==> config.mk <==
export PLATFORM = sky130hd
export DESIGN_NAME = soc_system_step_motor_ctrl_flat
export DESIGN_NICKNAME = d
export VERILOG_FILES = /design/src/rtl/soc_system_step_motor_pkg.sv /design/src/rtl/soc_system_step_motor_if.sv /design/src/rtl/soc_system_step_motor_timer.sv /design/src/rtl/soc_system_step_motor_ctrl.sv /design/src/flat_wrapper.sv
export SDC_FILE = /design/constraint.sdc
export NUM_CORES = 1
export LEC_CHECK = 0
export ABC_CLOCK_PERIOD_IN_PS = 2100
export BUFFER_PORTS_ARGS = -buffer_cell sky130_fd_sc_hd__buf_4
export CELL_PAD_IN_SITES_DETAIL_PLACEMENT = 0
export CELL_PAD_IN_SITES_GLOBAL_PLACEMENT = 1
export CORE_ASPECT_RATIO = 1.4
export CORE_MARGIN = 2
export CORE_UTILIZATION = 40
export DETAILED_ROUTE_END_ITERATION = 7
export GPL_TIMING_DRIVEN = 0
export PLACE_DENSITY_LB_ADDON = 0.1
export SLEW_MARGIN = 20
export SYNTH_ARGS = -nofsm -noshare
export SYNTH_HDL_FRONTEND = slang
export SYNTH_SLANG_ARGS = --single-unit
export TNS_END_PERCENT = 1
==> constraint.sdc <==
create_clock -name clk -period 2.1 [get_ports clk]
set_input_delay 0.105 -clock clk [delete_from_list [all_inputs] [get_ports clk]]
set_output_delay 0.105 -clock clk [all_outputs]
set_load 0.005 [all_outputs]
==> src/rtl/soc_system_step_motor_pkg.sv <==
// Shared definitions for the step-pulse sequencer: register map, bit positions, FSM states.
package soc_system_step_motor_pkg;

    localparam logic [1:0] REG_CTRL   = 2'd0;
    localparam logic [1:0] REG_STEPS  = 2'd1;
    localparam logic [1:0] REG_PERIOD = 2'd2;
    localparam logic [1:0] REG_STATUS = 2'd3;

    localparam int unsigned CTRL_ENABLE = 0;
    localparam int unsigned CTRL_DIR    = 1;
    localparam int unsigned CTRL_START  = 2;
    localparam int unsigned CTRL_BUSY   = 2;
    localparam int unsigned CTRL_ABORT  = 3;
    localparam int unsigned CTRL_IE     = 4;

    localparam int unsigned STAT_BUSY    = 0;
    localparam int unsigned STAT_DONE    = 1;
    localparam int unsigned STAT_ABORTED = 2;

    typedef enum logic [1:0] {
        ST_IDLE,
        ST_SETUP,
        ST_HIGH,
        ST_LOW
    } step_state_e;

endpackage

==> src/rtl/soc_system_step_motor_if.sv <==
// Avalon-MM slave bus bundle for the step-pulse sequencer.
interface soc_system_step_motor_if;
    logic [1:0]  address;
    logic        chipselect;
    logic        write_n;
    logic [31:0] writedata;
    logic [31:0] readdata;

    modport master (output address, output chipselect, output write_n, output writedata,
                    input  readdata);
    modport slave  (input  address, input  chipselect, input  write_n, input  writedata,
                    output readdata);
endinterface

==> src/rtl/soc_system_step_motor_timer.sv <==
// Loadable down-counter with zero flag; shared by the SETUP, HIGH and LOW phases.
module soc_system_step_motor_timer #(
    parameter int unsigned W = 16
) (
    input  logic         clk,
    input  logic         reset_n,
    input  logic         load,
    input  logic [W-1:0] load_val,
    output logic         zero
);

    logic [W-1:0] count;

    always_ff @(posedge clk or negedge reset_n) begin
        if (!reset_n) begin
            count <= '0;
        end else if (load) begin
            count <= load_val;
        end else if (count != '0) begin
            count <= count - W'(1);
        end
    end

    assign zero = (count == '0);

endmodule

==> src/rtl/soc_system_step_motor_ctrl.sv <==
// Avalon-MM step-pulse sequencer for one stepper axis driving {enable, dir, step}.
// Optional interrupt output is built when STEP_MOTOR_IRQ_EN is defined.
module soc_system_step_motor_ctrl
    import soc_system_step_motor_pkg::*;
#(
    parameter int unsigned PULSE_W   = 50,
    parameter int unsigned DIR_SETUP = 10,
    parameter int unsigned STEP_W    = 24,
    parameter int unsigned PERIOD_W  = 16
) (
    input  logic                      clk,
    input  logic                      reset_n,
    soc_system_step_motor_if.slave    avs,
    output logic [2:0]                out_port
`ifdef STEP_MOTOR_IRQ_EN
    ,
    output logic                      irq
`endif
);

    step_state_e         state;
    logic                enable;
    logic                dir_shadow;
    logic                dir_act;
    logic                step_q;
    logic                done;
    logic                aborted;
    logic [STEP_W-1:0]   steps_load;
    logic [STEP_W-1:0]   remaining;
    logic [PERIOD_W-1:0] period;
    logic [PERIOD_W-1:0] low_m1;
    logic [PERIOD_W-1:0] tmr_val;
    logic                tmr_load;
    logic                tmr_zero;
    logic                busy;
    logic                wr_en;
    logic                wr_ctrl;
    logic                wr_steps;
    logic                wr_period;
    logic                wr_status;
    logic                start_req;
    logic                stop_req;
    logic [31:0]         wd;
    logic [31:0]         rdata;
    logic                unused_wd;
`ifdef STEP_MOTOR_IRQ_EN
    logic                ie;
`endif

    assign wd        = avs.writedata;
    assign unused_wd = ^wd;
    assign busy      = (state != ST_IDLE);
    assign wr_en     = avs.chipselect & ~avs.write_n;
    assign wr_ctrl   = wr_en && (avs.address == REG_CTRL);
    assign wr_steps  = wr_en && (avs.address == REG_STEPS);
    assign wr_period = wr_en && (avs.address == REG_PERIOD);
    assign wr_status = wr_en && (avs.address == REG_STATUS);

    // ABORT dominates START in the same write; enable is taken from the write itself.
    assign start_req = wr_ctrl && !busy && wd[CTRL_START] && !wd[CTRL_ABORT] && wd[CTRL_ENABLE];
    assign stop_req  = wr_ctrl && busy && (wd[CTRL_ABORT] || !wd[CTRL_ENABLE]);

    // Low phase length minus one, clamped so the low phase lasts at least one cycle.
    assign low_m1 = (period > PERIOD_W'(PULSE_W)) ? (period - PERIOD_W'(PULSE_W + 1)) : '0;

    always_comb begin
        tmr_load = 1'b0;
        tmr_val  = '0;
        case (state)
            ST_IDLE: begin
                if (start_req && (steps_load != '0)) begin
                    tmr_load = 1'b1;
                    tmr_val  = PERIOD_W'(DIR_SETUP - 1);
                end
            end
            ST_SETUP, ST_LOW: begin
                if (tmr_zero) begin
                    tmr_load = 1'b1;
                    tmr_val  = PERIOD_W'(PULSE_W - 1);
                end
            end
            ST_HIGH: begin
                if (tmr_zero) begin
                    tmr_load = 1'b1;
                    tmr_val  = low_m1;
                end
            end
            default: begin
                tmr_load = 1'b0;
            end
        endcase
    end

    soc_system_step_motor_timer #(
        .W (PERIOD_W)
    ) u_timer (
        .clk      (clk),
        .reset_n  (reset_n),
        .load     (tmr_load),
        .load_val (tmr_val),
        .zero     (tmr_zero)
    );

    always_ff @(posedge clk or negedge reset_n) begin
        if (!reset_n) begin
            state      <= ST_IDLE;
            enable     <= 1'b0;
            dir_shadow <= 1'b0;
            dir_act    <= 1'b0;
            step_q     <= 1'b0;
            done       <= 1'b0;
            aborted    <= 1'b0;
            steps_load <= '0;
            remaining  <= '0;
            period     <= '0;
`ifdef STEP_MOTOR_IRQ_EN
            ie         <= 1'b0;
`endif
        end else begin
            if (wr_ctrl) begin
                enable     <= wd[CTRL_ENABLE];
                dir_shadow <= wd[CTRL_DIR];
`ifdef STEP_MOTOR_IRQ_EN
                ie         <= wd[CTRL_IE];
`endif
            end
            if (wr_steps) begin
                steps_load <= wd[STEP_W-1:0];
            end
            if (wr_period) begin
                period <= wd[PERIOD_W-1:0];
            end
            if (wr_status) begin
                if (wd[STAT_DONE]) begin
                    done <= 1'b0;
                end
                if (wd[STAT_ABORTED]) begin
                    aborted <= 1'b0;
                end
            end

            // Sticky-flag sets below are placed after W1C so a same-cycle event wins.
            if (stop_req) begin
                state   <= ST_IDLE;
                step_q  <= 1'b0;
                aborted <= 1'b1;
            end else begin
                case (state)
                    ST_IDLE: begin
                        step_q <= 1'b0;
                        if (start_req) begin
                            if (steps_load == '0) begin
                                done <= 1'b1;
                            end else begin
                                dir_act   <= dir_shadow;
                                remaining <= steps_load;
                                done      <= 1'b0;
                                aborted   <= 1'b0;
                                state     <= ST_SETUP;
                            end
                        end
                    end
                    ST_SETUP: begin
                        if (tmr_zero) begin
                            state  <= ST_HIGH;
                            step_q <= 1'b1;
                        end
                    end
                    ST_HIGH: begin
                        if (tmr_zero) begin
                            state  <= ST_LOW;
                            step_q <= 1'b0;
                            if (remaining != '0) begin
                                remaining <= remaining - STEP_W'(1);
                            end
                        end
                    end
                    ST_LOW: begin
                        if (tmr_zero) begin
                            if (remaining == '0) begin
                                state <= ST_IDLE;
                                done  <= 1'b1;
                            end else begin
                                state  <= ST_HIGH;
                                step_q <= 1'b1;
                            end
                        end
                    end
                    default: begin
                        state <= ST_IDLE;
                    end
                endcase
            end
        end
    end

    assign out_port = {enable, (busy ? dir_act : dir_shadow), step_q};

`ifdef STEP_MOTOR_IRQ_EN
    assign irq = ie & (done | aborted);
`endif

    always_comb begin
        rdata = '0;
        case (avs.address)
            REG_CTRL: begin
                rdata[CTRL_ENABLE] = enable;
                rdata[CTRL_DIR]    = dir_shadow;
                rdata[CTRL_BUSY]   = busy;
`ifdef STEP_MOTOR_IRQ_EN
                rdata[CTRL_IE]     = ie;
`endif
            end
            // Residual count stays visible after an abort until the flag is cleared.
            REG_STEPS:  rdata[STEP_W-1:0]   = (busy || aborted) ? remaining : steps_load;
            REG_PERIOD: rdata[PERIOD_W-1:0] = period;
            REG_STATUS: begin
                rdata[STAT_BUSY]    = busy;
                rdata[STAT_DONE]    = done;
                rdata[STAT_ABORTED] = aborted;
            end
            default: rdata = '0;
        endcase
    end

    assign avs.readdata = rdata;

endmodule

==> src/flat_wrapper.sv <==
// flat-port wrapper written by rule: the top's interface ports become plain ports
module soc_system_step_motor_ctrl_flat import soc_system_step_motor_pkg::*;
#(
    parameter int unsigned PULSE_W   = 50,
    parameter int unsigned DIR_SETUP = 10,
    parameter int unsigned STEP_W    = 24,
    parameter int unsigned PERIOD_W  = 16
)
  (clk, reset_n, out_port, avs_address, avs_chipselect, avs_write_n, avs_writedata, avs_readdata);
  soc_system_step_motor_if avs_i ();
  input  logic clk;
  input  logic reset_n;
  output logic [2:0] out_port;
  input wire logic [$bits(avs_i.address)-1:0] avs_address;
  input wire logic [$bits(avs_i.chipselect)-1:0] avs_chipselect;
  input wire logic [$bits(avs_i.write_n)-1:0] avs_write_n;
  input wire logic [$bits(avs_i.writedata)-1:0] avs_writedata;
  output wire logic [$bits(avs_i.readdata)-1:0] avs_readdata;
  assign avs_i.address = avs_address;
  assign avs_i.chipselect = avs_chipselect;
  assign avs_i.write_n = avs_write_n;
  assign avs_i.writedata = avs_writedata;
  assign avs_readdata = avs_i.readdata;
  soc_system_step_motor_ctrl #(.PULSE_W(PULSE_W), .DIR_SETUP(DIR_SETUP), .STEP_W(STEP_W), .PERIOD_W(PERIOD_W)) u_core (.clk(clk), .reset_n(reset_n), .avs(avs_i), .out_port(out_port));
endmodule
==> results.sh <==
export IMPL_status="complete, but fails checks"
export IMPL_violations="setup timing"
export IMPL_drv_slew=0
export IMPL_avgRoutedWirePerCell_um=20.1
export IMPL_die_x_um=105
export IMPL_hold_violations=0
export IMPL_cp_common_cell="buf_6"
export IMPL_place_ws_ns=-0.833
export IMPL_grtUsageTotal=0.250
export IMPL_layout_min_cycle_time_ns=2.36
export IMPL_async_flop_share=1.00
export IMPL_worst_slew_pin_slew_ns=0.849
export IMPL_irDropWorstVdd_mv=0.499
export IMPL_path_buf_inv=4
export IMPL_synthDistinctLibCells=69
export IMPL_power_density_nw_per_um2=1250
export IMPL_dp_hpwl_um=13700
export IMPL_cp_end_kind="flop"
export IMPL_hold_path_class="in2reg"
export IMPL_dpl_cell_count=887
export IMPL_ys_flop_type="dfrtp_1"
export IMPL_critPathLaunchType="flop"
export IMPL_fmax_mhz=423
export IMPL_critPathTopFamily="compound AO/OA/AOI/OAI gates"
export IMPL_antenna_found_initial=0
export IMPL_period_share=1.13
export IMPL_synth_edf_count=0
export IMPL_drc=0
export IMPL_dr_total_vias=5268
export IMPL_fill_cells=1316
export IMPL_rsz0062_at_grt="yes"
export IMPL_cts_made_buffers=9
export IMPL_syn_cell_area_um2=5720
export IMPL_rows=51
export IMPL_io_buffer_count=56
export IMPL_core_area_um2=14000
export IMPL_critPathArrivalTime_ns=2.59
export IMPL_path_cells="inv_2 > ha_4 > nor3b_4 > and4b_1 > buf_6 > o311ai_4 > a221o_1 > buf_6 > buf_8 > o22a_1"
export IMPL_drive_above_1_share=0.291
export IMPL_critical_path_max_stage_delay_ns=0.42
export IMPL_clk_pin_slew_ns=0.07
export IMPL_fin_nets=797
export IMPL_cp_slowest_cell="dfrtp_1"
export IMPL_path_class="reg2reg"
export IMPL_drt_first_pass_iters=5
export IMPL_routed_wl_um=18700
export IMPL_gp_congestion=0.889
export IMPL_cts_sinks=88
export IMPL_synth_warning_count=0
export IMPL_clock_path_buffers=2
export IMPL_avgViaCountPerCell=5.64
export IMPL_drtIter0Drc=245
export IMPL_power_leakage_nw=3.03
export IMPL_ioPinCount=73
export IMPL_finalClockSkew_ns=0.00659
export IMPL_maxCapViolCount=0
export IMPL_syn_inst=639
export IMPL_dieArea_um2=15300
export IMPL_cts_root_buf="clkbuf_16"
export IMPL_final_cell_count_no_fill=934
export IMPL_grt_start_max_net_pins=89
export IMPL_area_growth_syn_to_layout_pct=28.0
export IMPL_grt_pass1_vias=5425
export IMPL_yosysSeqAreaShare=0.385
export IMPL_clock_latency_ns=0.34
export IMPL_grt_overflow_total=0
export IMPL_finalSetupViolations=54
export IMPL_worst_path_max_fanout=10
export IMPL_synth_seq_cells=88
export IMPL_drtAntennaViolNets=0
export IMPL_num_antenna_cells=0
export IMPL_critPathRequiredTime_ns=2.33
export IMPL_fin_util=0.524
export IMPL_cts_tree="built"
export IMPL_die_h_um=146
export IMPL_start_util=0.410
export IMPL_setup_ws_ns=-0.264
export IMPL_grt_pass1_wl_um=29900
export IMPL_h_tree_depth=3
export IMPL_timing_slew_headroom=0.434
export IMPL_synth_avg_cell_area_um2=8.96
-- state kept, by name, indices dropped and copies added, names as in the netlist --
signal                cells
u_core.state              2
u_core.dir_shadow         1
u_core.enable             1
u_core.step_q             1
u_core.remaining         24
u_core.done               1
u_core.period            16
u_core.aborted            1
u_core.steps_load        24
u_core.dir_act            1
u_core.u_timer.count     16
-- worst reg2reg max path, cell delays in order, from the launching register on --
cell	delay, ns
dfrtp_1	0.42
inv_2	0.11
ha_4	0.14
nor3b_4	0.23
and4b_1	0.24
buf_6	0.14
o311ai_4	0.11
a221o_1	0.34
buf_6	0.16
buf_8	0.15
o22a_1	0.21
-- through the flow --
stage / TNS (ns) / hold WS (ns) / cell area (um2) / power (mW)
2_1_floorplan: -0.183 / -0.191 / 5770 / 5.26
3_3_place_gp: -30.09 / 0.339 / 6430 / 6.46
3_5_place_dp: -32.22 / 0.246 / 6430 / 6.52
4_1_cts: -11.76 / 0.00321 / 7180 / 8.93
5_1_grt: -16.23 / 0.0120 / 7320 / 9.73
6_report: -9.20 / 0.0156 / 7320 / 9.14
-- cells by family (layout without fill, tap and decap cells) --
logic type,count (synthesis),in the layout,share of synthesized area
flops,88,88,0.385
buf+inv,68,171,0.0568
fa+ha+maj,15,15,0.0328
other cells,1,8,0.000655
xor+xnor,28,28,0.0428
compound gates,160,160,0.186
simple gates,230,230,0.201
mux,49,49,0.0953
-- layout make-up --
cell class,instances,area [um2],share of cell area
buffer,46,322,0.0439
clock buffer,10,239,0.0326
clock inverter,6,90.1,0.0123
inverter,21,82.6,0.0113
multi-input combinational,490,3460,0.472
sequential,88,2200,0.301
tap,185,231,0.0316
timing repair buffer,88,699,0.0955
-- cell usage after synthesis, drive strengths merged, types with 4 or more instances --
cell      n  area (um2)
buf      23         156
mux2     44         495
dfrtp    88        2200
nand3    13        70.1
clkbuf   24        90.1
nand4     8        50.1
xnor2    17         149
mux2i     5        50.1
a21boi   10        75.1
o21ai    42         214
xor2     11        96.3
nand2b    5        31.3
inv      21        78.8
a31oi     4        25.0
ha       15         188
nor3     19         100
a21oi    37         185
nor2b    19         119
a22oi    16         120
nor2     35         131
o31ai     5        42.5
nor4     17         140
a2bb2oi   5        43.8
o22ai    11        68.8
nand2    98         368
-- report_power, final --
| group | switching, mW | internal, mW | total [mW] | leakage (nW) |
|---|---|---|---|---|
| clock network | 0.731 | 1.08 | 1.81 | 0.159 |
| logic | 2.38 | 1.94 | 4.32 | 1.84 |
| registers | 0.779 | 2.23 | 3.01 | 1.04 |
-- path summary, 6_finish.rpt --
kind / start / end / cells after the start / slack, ns
max in group asynchronous: reset_n / u_core.steps_load[19]$_DFFE_PN0P_ / 2 / 1.09
min: avs_writedata[7] / u_core.steps_load[7]$_DFFE_PN0P_ / 2 / 0.02
min in group asynchronous: reset_n / u_core.dir_act$_DFFE_PN0P_ / 2 / 0.39
max reg2reg: u_core.u_timer.count[0]$_DFFE_PN0P_ / u_core.remaining[9]$_DFFE_PN0P_ / 10 / -0.26
min reg2reg: u_core.dir_act$_DFFE_PN0P_ / u_core.dir_act$_DFFE_PN0P_ / 2 / 0.51
max: u_core.u_timer.count[0]$_DFFE_PN0P_ / u_core.remaining[9]$_DFFE_PN0P_ / 10 / -0.26
-- cells in the final DEF, fill, tap and decap left out, types with 15 or more instances in the layout --
master | netlist | final
inv_1 | 21 | 17
a22oi_1 | 16 | 16
nor2_1 | 35 | 32
nor3_1 | 18 | 15
xnor2_1 | 17 | 17
clkbuf_1 | 24 | 15
nand2_1 | 98 | 92
nor2b_1 | 19 | 18
o21ai_0 | 22 | 15
a21oi_1 | 37 | 36
mux2_2 | 44 | 44
buf_4 | 12 | 86
dfrtp_1 | 88 | 87
o21ai_1 | 19 | 24
-- layer usage --
metal,vias to the layer above,track usage,share of wire
met3,48,0.0318,0.032
li1,2495,-,-
met4,0,0.109,0.032
met1,2586,0.285,0.39
met2,139,0.464,0.54
met5,-,0,0
-- repair_timing --
action                     in CTS  in global routing
pin swaps                       9                 10
gates resized for setup        60                 36
hold buffers                   10                  1
hold endpoints to repair       97                  1
setup endpoints to repair      71                 68
buffers inserted               18                  3
No activity file was read; power rests on OpenSTA's default activity.
